===== src/rtl/axi_pkg.sv =====
// Shared definitions for the AXI register slice: per-channel payload widths
// and the skid buffer occupancy encoding.
package axi_pkg;

  // Bit 0 = main register valid, bit 1 = skid register valid.
  typedef enum logic [1:0] {
    EMPTY = 2'b00,
    ONE   = 2'b01,
    FULL  = 2'b11
  } skid_state_e;

  // Packed payload widths per channel, as a function of the ID width.
  function automatic int AW_PW(input int idw);
    return 54 + idw;
  endfunction

  function automatic int W_PW(input int idw);
    return 74 + idw;
  endfunction

  function automatic int B_PW(input int idw);
    return 3 + idw;
  endfunction

  function automatic int AR_PW(input int idw);
    return 50 + idw;
  endfunction

  function automatic int R_PW(input int idw);
    return 68 + idw;
  endfunction

endpackage


===== src/rtl/axi_skid_buf.sv =====
// Two-entry skid buffer for one valid/ready channel. in_ready and out_valid
// both come straight from flops, so no combinational path crosses the slice.
// With P_REG=0 the channel collapses to plain wires.
module axi_skid_buf #(
  parameter int P_WIDTH = 8,
  parameter int P_REG   = 1
) (
  input  logic               clk,
  input  logic               rst,
  input  logic               in_valid,
  output logic               in_ready,
  input  logic [P_WIDTH-1:0] in_data,
  output logic               out_valid,
  input  logic               out_ready,
  output logic [P_WIDTH-1:0] out_data
);
  import axi_pkg::*;

  if (P_REG != 0) begin : g_reg
    skid_state_e        state_p1, state_n;
    logic               ready_p1;
    logic [P_WIDTH-1:0] main_data_p1;
    logic [P_WIDTH-1:0] skid_data_p1;
    logic               accept, pop;
    logic               load_main, load_skid, skid_to_main;

    assign accept    = in_valid & ready_p1;
    assign pop       = state_p1[0] & out_ready;
    assign in_ready  = ready_p1;
    assign out_valid = state_p1[0];
    assign out_data  = main_data_p1;

    // Next occupancy and which register captures data this cycle.
    always_comb begin
      state_n      = state_p1;
      load_main    = 1'b0;
      load_skid    = 1'b0;
      skid_to_main = 1'b0;
      case (state_p1)
        EMPTY: begin
          if (accept) begin
            state_n   = ONE;
            load_main = 1'b1;
          end
        end
        ONE: begin
          if (accept && pop) begin
            load_main = 1'b1;
          end else if (accept) begin
            state_n   = FULL;
            load_skid = 1'b1;
          end else if (pop) begin
            state_n = EMPTY;
          end
        end
        FULL: begin
          if (pop) begin
            state_n      = ONE;
            skid_to_main = 1'b1;
          end
        end
        default: state_n = EMPTY;
      endcase
    end

    // Occupancy and registered ready; ready stays low throughout reset.
    always_ff @(posedge clk) begin
      if (rst) begin
        state_p1 <= EMPTY;
        ready_p1 <= 1'b0;
      end else begin
        state_p1 <= state_n;
        ready_p1 <= (state_n != FULL);
      end
    end

    // Main register: cleared on reset so the output payload reads zero.
    always_ff @(posedge clk) begin
      if (rst) begin
        main_data_p1 <= '0;
      end else if (load_main) begin
        main_data_p1 <= in_data;
      end else if (skid_to_main) begin
        main_data_p1 <= skid_data_p1;
      end
    end

    // Skid register: only meaningful while FULL, so it needs no reset.
    always_ff @(posedge clk) begin
      if (load_skid) begin
        skid_data_p1 <= in_data;
      end
    end
  end else begin : g_wire
    assign out_valid = in_valid;
    assign in_ready  = out_ready;
    assign out_data  = in_data;
  end

endmodule


===== src/rtl/axi_reg_slice_1.sv =====
// Five-channel AXI register slice. Each channel is packed into a flat vector,
// passed through its own skid buffer, and unpacked on the far side.
module axi_reg_slice_1 #(
  parameter int P_AXI_IDWIDTH = 5,
  parameter int P_AW_REG      = 1,
  parameter int P_W_REG       = 1,
  parameter int P_B_REG       = 1,
  parameter int P_AR_REG      = 1,
  parameter int P_R_REG       = 1
) (
  input  logic                     clk,
  input  logic                     rst,
  // slave-side AW
  input  logic [31:0]              axis_awaddr,
  input  logic [7:0]               axis_awlen,
  input  logic [2:0]               axis_awsize,
  input  logic [1:0]               axis_awburst,
  input  logic [P_AXI_IDWIDTH-1:0] axis_awid,
  input  logic                     axis_awlock,
  input  logic [3:0]               axis_awcache,
  input  logic [2:0]               axis_awprot,
  input  logic                     axis_awuser,
  input  logic                     axis_awvalid,
  output logic                     axis_awready,
  // slave-side W
  input  logic [P_AXI_IDWIDTH-1:0] axis_wid,
  input  logic [63:0]              axis_wdata,
  input  logic [7:0]               axis_wstrb,
  input  logic                     axis_wlast,
  input  logic                     axis_wuser,
  input  logic                     axis_wvalid,
  output logic                     axis_wready,
  // slave-side B
  output logic [P_AXI_IDWIDTH-1:0] axis_bid,
  output logic [1:0]               axis_bresp,
  output logic                     axis_buser,
  output logic                     axis_bvalid,
  input  logic                     axis_bready,
  // slave-side AR
  input  logic [P_AXI_IDWIDTH-1:0] axis_arid,
  input  logic [31:0]              axis_araddr,
  input  logic [3:0]               axis_arlen,
  input  logic [2:0]               axis_arsize,
  input  logic [1:0]               axis_arburst,
  input  logic                     axis_arlock,
  input  logic [3:0]               axis_arcache,
  input  logic [2:0]               axis_arprot,
  input  logic                     axis_aruser,
  input  logic                     axis_arvalid,
  output logic                     axis_arready,
  // slave-side R
  output logic [P_AXI_IDWIDTH-1:0] axis_rid,
  output logic [63:0]              axis_rdata,
  output logic [1:0]               axis_rresp,
  output logic                     axis_rlast,
  output logic                     axis_ruser,
  output logic                     axis_rvalid,
  input  logic                     axis_rready,
  // master-side AW
  output logic [31:0]              axim_awaddr,
  output logic [7:0]               axim_awlen,
  output logic [2:0]               axim_awsize,
  output logic [1:0]               axim_awburst,
  output logic [P_AXI_IDWIDTH-1:0] axim_awid,
  output logic                     axim_awlock,
  output logic [3:0]               axim_awcache,
  output logic [2:0]               axim_awprot,
  output logic                     axim_awuser,
  output logic                     axim_awvalid,
  input  logic                     axim_awready,
  // master-side W
  output logic [P_AXI_IDWIDTH-1:0] axim_wid,
  output logic [63:0]              axim_wdata,
  output logic [7:0]               axim_wstrb,
  output logic                     axim_wlast,
  output logic                     axim_wuser,
  output logic                     axim_wvalid,
  input  logic                     axim_wready,
  // master-side B
  input  logic [P_AXI_IDWIDTH-1:0] axim_bid,
  input  logic [1:0]               axim_bresp,
  input  logic                     axim_buser,
  input  logic                     axim_bvalid,
  output logic                     axim_bready,
  // master-side AR
  output logic [P_AXI_IDWIDTH-1:0] axim_arid,
  output logic [31:0]              axim_araddr,
  output logic [3:0]               axim_arlen,
  output logic [2:0]               axim_arsize,
  output logic [1:0]               axim_arburst,
  output logic                     axim_arlock,
  output logic [3:0]               axim_arcache,
  output logic [2:0]               axim_arprot,
  output logic                     axim_aruser,
  output logic                     axim_arvalid,
  input  logic                     axim_arready,
  // master-side R
  input  logic [P_AXI_IDWIDTH-1:0] axim_rid,
  input  logic [63:0]              axim_rdata,
  input  logic [1:0]               axim_rresp,
  input  logic                     axim_rlast,
  input  logic                     axim_ruser,
  input  logic                     axim_rvalid,
  output logic                     axim_rready
);
  import axi_pkg::*;

  localparam int AW_W = AW_PW(P_AXI_IDWIDTH);
  localparam int W_W  = W_PW(P_AXI_IDWIDTH);
  localparam int B_W  = B_PW(P_AXI_IDWIDTH);
  localparam int AR_W = AR_PW(P_AXI_IDWIDTH);
  localparam int R_W  = R_PW(P_AXI_IDWIDTH);

  logic [AW_W-1:0] aw_in, aw_out;
  logic [W_W-1:0]  w_in,  w_out;
  logic [B_W-1:0]  b_in,  b_out;
  logic [AR_W-1:0] ar_in, ar_out;
  logic [R_W-1:0]  r_in,  r_out;

  assign aw_in = {axis_awid, axis_awaddr, axis_awlen, axis_awsize, axis_awburst,
                  axis_awlock, axis_awcache, axis_awprot, axis_awuser};
  assign {axim_awid, axim_awaddr, axim_awlen, axim_awsize, axim_awburst,
          axim_awlock, axim_awcache, axim_awprot, axim_awuser} = aw_out;

  assign w_in = {axis_wid, axis_wdata, axis_wstrb, axis_wlast, axis_wuser};
  assign {axim_wid, axim_wdata, axim_wstrb, axim_wlast, axim_wuser} = w_out;

  assign b_in = {axim_bid, axim_bresp, axim_buser};
  assign {axis_bid, axis_bresp, axis_buser} = b_out;

  assign ar_in = {axis_arid, axis_araddr, axis_arlen, axis_arsize, axis_arburst,
                  axis_arlock, axis_arcache, axis_arprot, axis_aruser};
  assign {axim_arid, axim_araddr, axim_arlen, axim_arsize, axim_arburst,
          axim_arlock, axim_arcache, axim_arprot, axim_aruser} = ar_out;

  assign r_in = {axim_rid, axim_rdata, axim_rresp, axim_rlast, axim_ruser};
  assign {axis_rid, axis_rdata, axis_rresp, axis_rlast, axis_ruser} = r_out;

  axi_skid_buf #(.P_WIDTH(AW_W), .P_REG(P_AW_REG)) u_aw (
    .clk(clk), .rst(rst),
    .in_valid(axis_awvalid), .in_ready(axis_awready), .in_data(aw_in),
    .out_valid(axim_awvalid), .out_ready(axim_awready), .out_data(aw_out)
  );

  axi_skid_buf #(.P_WIDTH(W_W), .P_REG(P_W_REG)) u_w (
    .clk(clk), .rst(rst),
    .in_valid(axis_wvalid), .in_ready(axis_wready), .in_data(w_in),
    .out_valid(axim_wvalid), .out_ready(axim_wready), .out_data(w_out)
  );

  axi_skid_buf #(.P_WIDTH(B_W), .P_REG(P_B_REG)) u_b (
    .clk(clk), .rst(rst),
    .in_valid(axim_bvalid), .in_ready(axim_bready), .in_data(b_in),
    .out_valid(axis_bvalid), .out_ready(axis_bready), .out_data(b_out)
  );

  axi_skid_buf #(.P_WIDTH(AR_W), .P_REG(P_AR_REG)) u_ar (
    .clk(clk), .rst(rst),
    .in_valid(axis_arvalid), .in_ready(axis_arready), .in_data(ar_in),
    .out_valid(axim_arvalid), .out_ready(axim_arready), .out_data(ar_out)
  );

  axi_skid_buf #(.P_WIDTH(R_W), .P_REG(P_R_REG)) u_r (
    .clk(clk), .rst(rst),
    .in_valid(axim_rvalid), .in_ready(axim_rready), .in_data(r_in),
    .out_valid(axis_rvalid), .out_ready(axis_rready), .out_data(r_out)
  );

endmodule

===== config.mk =====
export PLATFORM = sky130hd
export DESIGN_NAME = axi_reg_slice_1
export DESIGN_NICKNAME = d
export VERILOG_FILES = /design/src/rtl/axi_pkg.sv /design/src/rtl/axi_skid_buf.sv /design/src/rtl/axi_reg_slice_1.sv
export SDC_FILE = /design/constraint.sdc
export NUM_CORES = 1
export LEC_CHECK = 0
export CORE_AREA = 2 2 219 221
export DETAILED_ROUTE_END_ITERATION = 8
export DIE_AREA = 0 0 221 223
export PLACE_DENSITY_LB_ADDON = 0.15
export SLEW_MARGIN = 20
export SYNTH_ARGS = -nofsm -noshare
export SYNTH_HDL_FRONTEND = slang
export SYNTH_HIERARCHICAL = 1
export SYNTH_SLANG_ARGS = --single-unit

===== constraint.sdc =====
create_clock -name clk -period 13.27 [get_ports clk]
set_input_delay 3.981 -clock clk [delete_from_list [all_inputs] [get_ports clk]]
set_output_delay 3.981 -clock clk [all_outputs]
set_load 0.05 [all_outputs]

==> results of run 1 <==
sequential cells by signal, indices dropped and copies added, names as in the netlist, 2 cells and up:
| name | flops |
|---|---|
| u_w/g_reg.skid_data_p1 | 79 |
| u_w/out_data | 79 |
| u_r/g_reg.skid_data_p1 | 73 |
| u_r/out_data | 73 |
| u_aw/g_reg.skid_data_p1 | 59 |
| u_aw/out_data | 59 |
| u_ar/g_reg.skid_data_p1 | 55 |
| u_ar/out_data | 55 |
| u_b/g_reg.skid_data_p1 | 8 |
| u_b/out_data | 8 |
| u_ar/g_reg.state_p1 | 2 |
| u_aw/g_reg.state_p1 | 2 |
| u_b/g_reg.state_p1 | 2 |
| u_r/g_reg.state_p1 | 2 |
| u_w/g_reg.state_p1 | 2 |
cell type report:
cell class                 instances  area share
sequential                       563       0.484
tap                              615      0.0266
clock buffer                      93      0.0586
antenna                           17     0.00147
clock inverter                    15     0.00523
inverter                          13     0.00169
multi-input combinational        879       0.219
timing repair buffer             594       0.203
per-layer routing:
layer  vias up  routed length, µm  track usage
met2       828              32500        0.410
met1      8547              27900        0.352
met3       142               6160       0.0768
li1       7728                  -            -
met5         -                 57            0
met4         8               2430        0.113
synth_stat cells, types with 3 or more instances:
library cell	number	area, µm²
a21oi_1	280	1400
a21oi_2	4	35.0
a32oi_1	266	2330
and3_1	5	31.3
and3b_1	4	35.0
buf_2	80	400
buf_4	25	188
buf_6	26	293
clkbuf_1	77	289
clkbuf_2	3	15.0
dfxtp_1	289	5790
edfxtp_1	274	8230
inv_1	13	48.8
nand2b_1	6	37.5
nand3b_1	5	37.5
nor2_1	15	56.3
nor2b_1	7	43.8
nor3_1	5	25.0
o21ai_0	5	25.0
o221a_2	8	90.1
o31ai_1	266	2000
final timing paths:
kind / startpoint / to / slack, ps / cells past startpoint
min: u_w/out_data[13] / u_w/out_data[13] / 460 / 2
max reg2reg: u_r/in_ready / u_r/g_reg.skid_data_p1[59] / 10810 / 3
max: u_ar/g_reg.state_p1[0] / axim_arvalid / 7320 / 1
min reg2reg: u_w/out_data[13] / u_w/out_data[13] / 460 / 2
cell families (layout without fill, tap and decap cells):
group           count (synthesis)  count (layout)  synth area share
buf+inv                       224             715            0.0576
compound gates                830             830             0.275
other cells                     0              17                 0
flops                         563             563             0.654
simple gates                   49              49            0.0132
cells in the final DEF (no fill, tap or decap), types with 2 or more instances in the layout:
cell type | netlist | final
clkdlybuf4s50_1 | 0 | 568
dfxtp_1 | 289 | 289
a21oi_1 | 280 | 280
edfxtp_1 | 274 | 274
o31ai_1 | 266 | 266
a32oi_1 | 266 | 266
clkbuf_16 | 0 | 59
clkbuf_1 | 77 | 25
buf_4 | 25 | 25
diode_2 | 0 | 17
inv_1 | 13 | 13
nor2_1 | 15 | 11
clkbuf_8 | 0 | 10
o221a_2 | 8 | 8
nor2b_4 | 0 | 7
clkinv_1 | 0 | 5
nand3b_1 | 5 | 5
nor3_1 | 5 | 5
o21ai_0 | 5 | 5
clkinv_2 | 0 | 4
nand2b_2 | 0 | 4
nor2_4 | 0 | 4
a21oi_4 | 0 | 4
bufinv_16 | 0 | 3
and3b_4 | 0 | 3
and3_4 | 0 | 2
nand2b_1 | 6 | 2
and3_2 | 0 | 2
report_power, final:
group	switching [mW]	internal, mW
logic	0.307	0.192
registers	0.0282	1.87
clock network	0.668	0.927
total	1.00	2.99
==> qor.yml, run 1 <==
outcome: "finished, final reports clean"
multi_input_area_um2: 6330
post_cts_buffers: 0
grtUsageTotal: 0.266
clock_latency_ps: 610
gp_congestion: 0.841
drc: 0
port-buffer-count: 569
cp_max_fo: 6
tightest_slew_ps: 1120
numCtsBuffers: 57
grt_pass1_vias: 17000
clockBufferDepth: 3
ys_seq_area_frac: 0.654
hold_class: "flip-flop to flip-flop"
setup_tns_ps: 0
preCtsSetupSlack_ps: 6730
syn_area_per_cell_um2: 12.9
rsz0062_at_grt: "false"
synthCells: 1666
first_pass_iters: 7
cp.required_ps: 9290
clockRootBuffer: "clkbuf_16"
ios: 570
die_height_um: 223
nets: 2394
initial_core_util: 0.455
finalCriticalPeriod_ps: 5950
finalPower_mw: 3.99
grt_first_pass_wirelength_um: 104000
htreeDepth: 2
overflow: 0
fin_area_um2: 28900
fillers: 3752
relSlewSlack: 0.256
fp.dieW_um: 221
crit_path_end_kind: "output pin"
grt_max_degree: 134
critPathMaxStageDelay_ps: 870
synthFlopType: "dfxtp_1"
place_area_um2: 27000
ir_worst_vdd_v: 0.000106
clk_pin_slew_ps: 60
cts_resized: 0
synth_nets: 1952
hold_viol: 0
antenna_found_initial: 20
setup_ws_ps: 7320
path_cells: "clkdlybuf4s50_1"
layout.cells.non_filler: 2789
synth_edf_count: 274
dpl.hpwl_um: 42200
startpoint_type: "flip-flop"
drt_iter0_drc: 1716
total_leakage_power_nw: 9.30
netlist_area_um2: 21400
final-setup-viol-count: 0
yosysWarnings: 6
cts_hold_buf: 0
fin_crit_sh: 0.448
seq_area_um2: 14000
ant_nets: 0
crit_arrival_ps: 1970
via_per_inst: 6.19
via_count: 17300
max_freq_ghz: 0.168
crit_type: "flip-flop to output pin"
dieArea_um2: 49300
wl_per_cell_um: 24.7
place_inst: 2664
rows: 80
cp_slowest_cell: "clkdlybuf4s50_1"
post-route-util: 0.614
routed_wirelength_um: 69000
cp_num_buf_inv: 1
area_growth_pct: 35.0
holdWs_ps: 465
timing.final.max_slew_violations: 0
finClkSkew_ps: 11.6
synth.distinct_cells: 24
cp_top_family: "buffers and inverters"
drive_above_1_share: 0.0649
tritoncts: "done"
synth-seq-cells: 563
drv_cap: 0
async_flop_share: 0
p_per_area_nw_per_um2: 138
placeableCoreArea_um2: 47100
cts.sinks: 563
Power figures use the tool's default switching activity.
==> run 2: changes to the inputs <==
clock period = 5.7 ns   (was 13.27 ns; I/O delays follow)
==> qor.yml, run 2 (synthesis results as in run 1) <==
fp.dieW_um: 221  # unchanged
clkPwrFrac: 0.391  # -0.008
htreeDepth: 2  # unchanged
final_cell_mix: "clkdlybuf4s50_1 (568), dfxtp_1 (289), a21oi_1 (280), edfxtp_1 (274)"
wl_per_cell_um: 24.5  # -0.80%
p_int_mw: 6.85  # +130%
via_per_inst: 6.21  # +0.32%
tritoncts: "done"
path_cells: "clkdlybuf4s50_1"
r2r_end: "u_w/out_data[62]"
hold_class: "flip-flop to flip-flop"
rows: 80  # unchanged
crit_type: "flip-flop to output pin"
placeableCoreArea_um2: 47100  # unchanged
drv_cap: 0  # unchanged
die_height_um: 223  # unchanged
final-setup-viol-count: 0  # unchanged
finClkSkew_ps: 23.5  # +11.9 ps
clk_pin_slew_ps: 60  # about the same
post_cts_buffers: 0  # unchanged
cts_resized: 0  # unchanged
preCtsSetupSlack_ps: 1660  # -5080 ps
total_leakage_power_nw: 9.38  # +0.76%
combPwrFrac: 0.127  # +0.002
area_growth_pct: 35.4
overflow: 0  # unchanged
numCtsBuffers: 57  # unchanged
critPathLaunch: "u_aw/g_reg.state_p1[0]"
crit_path_end_kind: "output pin"
swShare: 0.254  # +0.00311
r2r_setup_slack_ps: 3300  # -7510 ps
clockBufferDepth: 3  # unchanged
switchingPower_mw: 2.34  # +130%
cts.sinks: 563  # unchanged
grtUsageTotal: 0.264  # -0.00269
rsz0062_at_grt: "false"
cts_hold_buf: 0  # unchanged
layout.cells.non_filler: 2793  # +0.14%
cp.required_ps: 3990  # -5300 ps
ant_nets: 0  # unchanged
first_pass_iters: 5  # -2
drive_above_1_share: 0.0702  # +0.00530
worstSetupEndpoint: "axim_awvalid"
place_inst: 2673  # +0.34%
cp_max_fo: 6  # unchanged
finalCriticalPeriod_ps: 3670
grt_max_degree: 128  # -4.5%
antenna_found_initial: 15  # -25%
fillers: 3770  # +0.48%
port-buffer-count: 569  # unchanged
timing.final.max_slew_violations: 0  # unchanged
initial_core_util: 0.455  # unchanged
ir_worst_vdd_v: 0.000255  # +140%
path_depth: 1  # unchanged
cp_top_family: "buffers and inverters"
drt_iter0_drc: 1486  # -13%
relSlewSlack: 0.281  # +0.0250
clockRootBuffer: "clkbuf_16"
tightest_slew_ps: 1080  # -37.4 ps
crit_arrival_ps: 1960  # about the same
via_count: 17300  # +0.46%
p_per_area_nw_per_um2: 317  # +130%
holdWs_ps: 463  # -1.51 ps
grt_pass1_vias: 17100  # +0.61%
final_common_cell: "clkdlybuf4s50_1"
grt_first_pass_wirelength_um: 103000  # -1.1%
max_freq_ghz: 0.273
ios: 570  # unchanged
fin_crit_sh: 0.644
hold_viol: 0  # unchanged
setup_ws_ps: 2030  # -5290 ps
seqPwrFrac: 0.481  # +0.005
cp_slowest_cell: "clkdlybuf4s50_1"
startpoint_type: "flip-flop"
setup_tns_ps: 0  # unchanged
cp_num_buf_inv: 1  # unchanged
r2r_cells: 4  # +1
dpl.hpwl_um: 43400  # +2.9%
dieArea_um2: 49300  # unchanged
gp_congestion: 0.844  # +0.42%
routed_wirelength_um: 68500  # -0.66%
drc: 0  # unchanged
critPathMaxStageDelay_ps: 860  # about the same
nets: 2403  # +0.38%
clock_latency_ps: 620  # about the same
r2r_start: "u_w/g_reg.state_p1[1]"
outcome: "finished, final reports clean"
-- run 2: power groups by stage --
stage	combinational [mW]	sequential [mW]	clock [mW]
after floorplan	0.305	4.84	0
after global placement	1.15	4.50	0
after detailed placement	1.17	4.51	0
after CTS	1.17	4.42	3.66
after global routing	1.22	4.43	3.81
final	1.17	4.42	3.60
-- run 2: area by class of cell --
class	instances	area [µm²]	share of cell area
clock buffer	84	1650	0.0569
antenna	13	32.5	0.00112
sequential	563	14000	0.483
inverter	13	48.8	0.00168
timing repair buffer	603	6050	0.209
multi-input combinational	879	6320	0.218
clock inverter	23	133	0.00457
tap	615	769	0.0265
-- run 2: through the flow --
| step | util | power (mW) | area (µm²) |
|---|---|---|---|
| 2_1_floorplan | - | 5.14 | 21400 |
| 3_3_place_gp | 0.577 | 5.65 | 27200 |
| 3_5_place_dp | 0.577 | 5.67 | 27200 |
| 4_1_cts | 0.615 | 9.24 | 29000 |
| 5_1_grt | 0.615 | 9.46 | 29000 |
| 6_report | 0.616 | 9.19 | 29000 |
-- run 2: how the worst min path moves through the flow --
| stage | to | startpoint | slack, ps | cells past startpoint |
|---|---|---|---|---|
| CTS | u_r/out_data[66] | u_r/out_data[66] | 460 | 2 |
| detailed placement | u_r/out_data[66] | u_r/out_data[66] | 460 | 2 |
| global route | u_w/out_data[67] | u_w/out_data[67] | 480 | 2 |
| finish | u_r/out_data[66] | u_r/out_data[66] | 460 | 2 |
| floorplan | u_ar/out_data[36] | u_ar/g_reg.skid_data_p1[36] | 500 | 2 |
| global placement | u_w/out_data[77] | u_w/out_data[77] | 450 | 2 |
-- run 2: worst min-delay path, stage by stage, from the launching register on --
cell and delay [ps]:
dfxtp_1 310, o31ai_1 60, a21oi_1 50
-- run 2: per-layer routing --
metal  GRT usage  vias to the layer above  part of all wire
met5           0                        -           0.00057
met4       0.111                        6             0.036
met3      0.0777                      129             0.090
met2       0.409                      812              0.46
met1       0.346                     8619              0.41
li1            -                     7767                 -
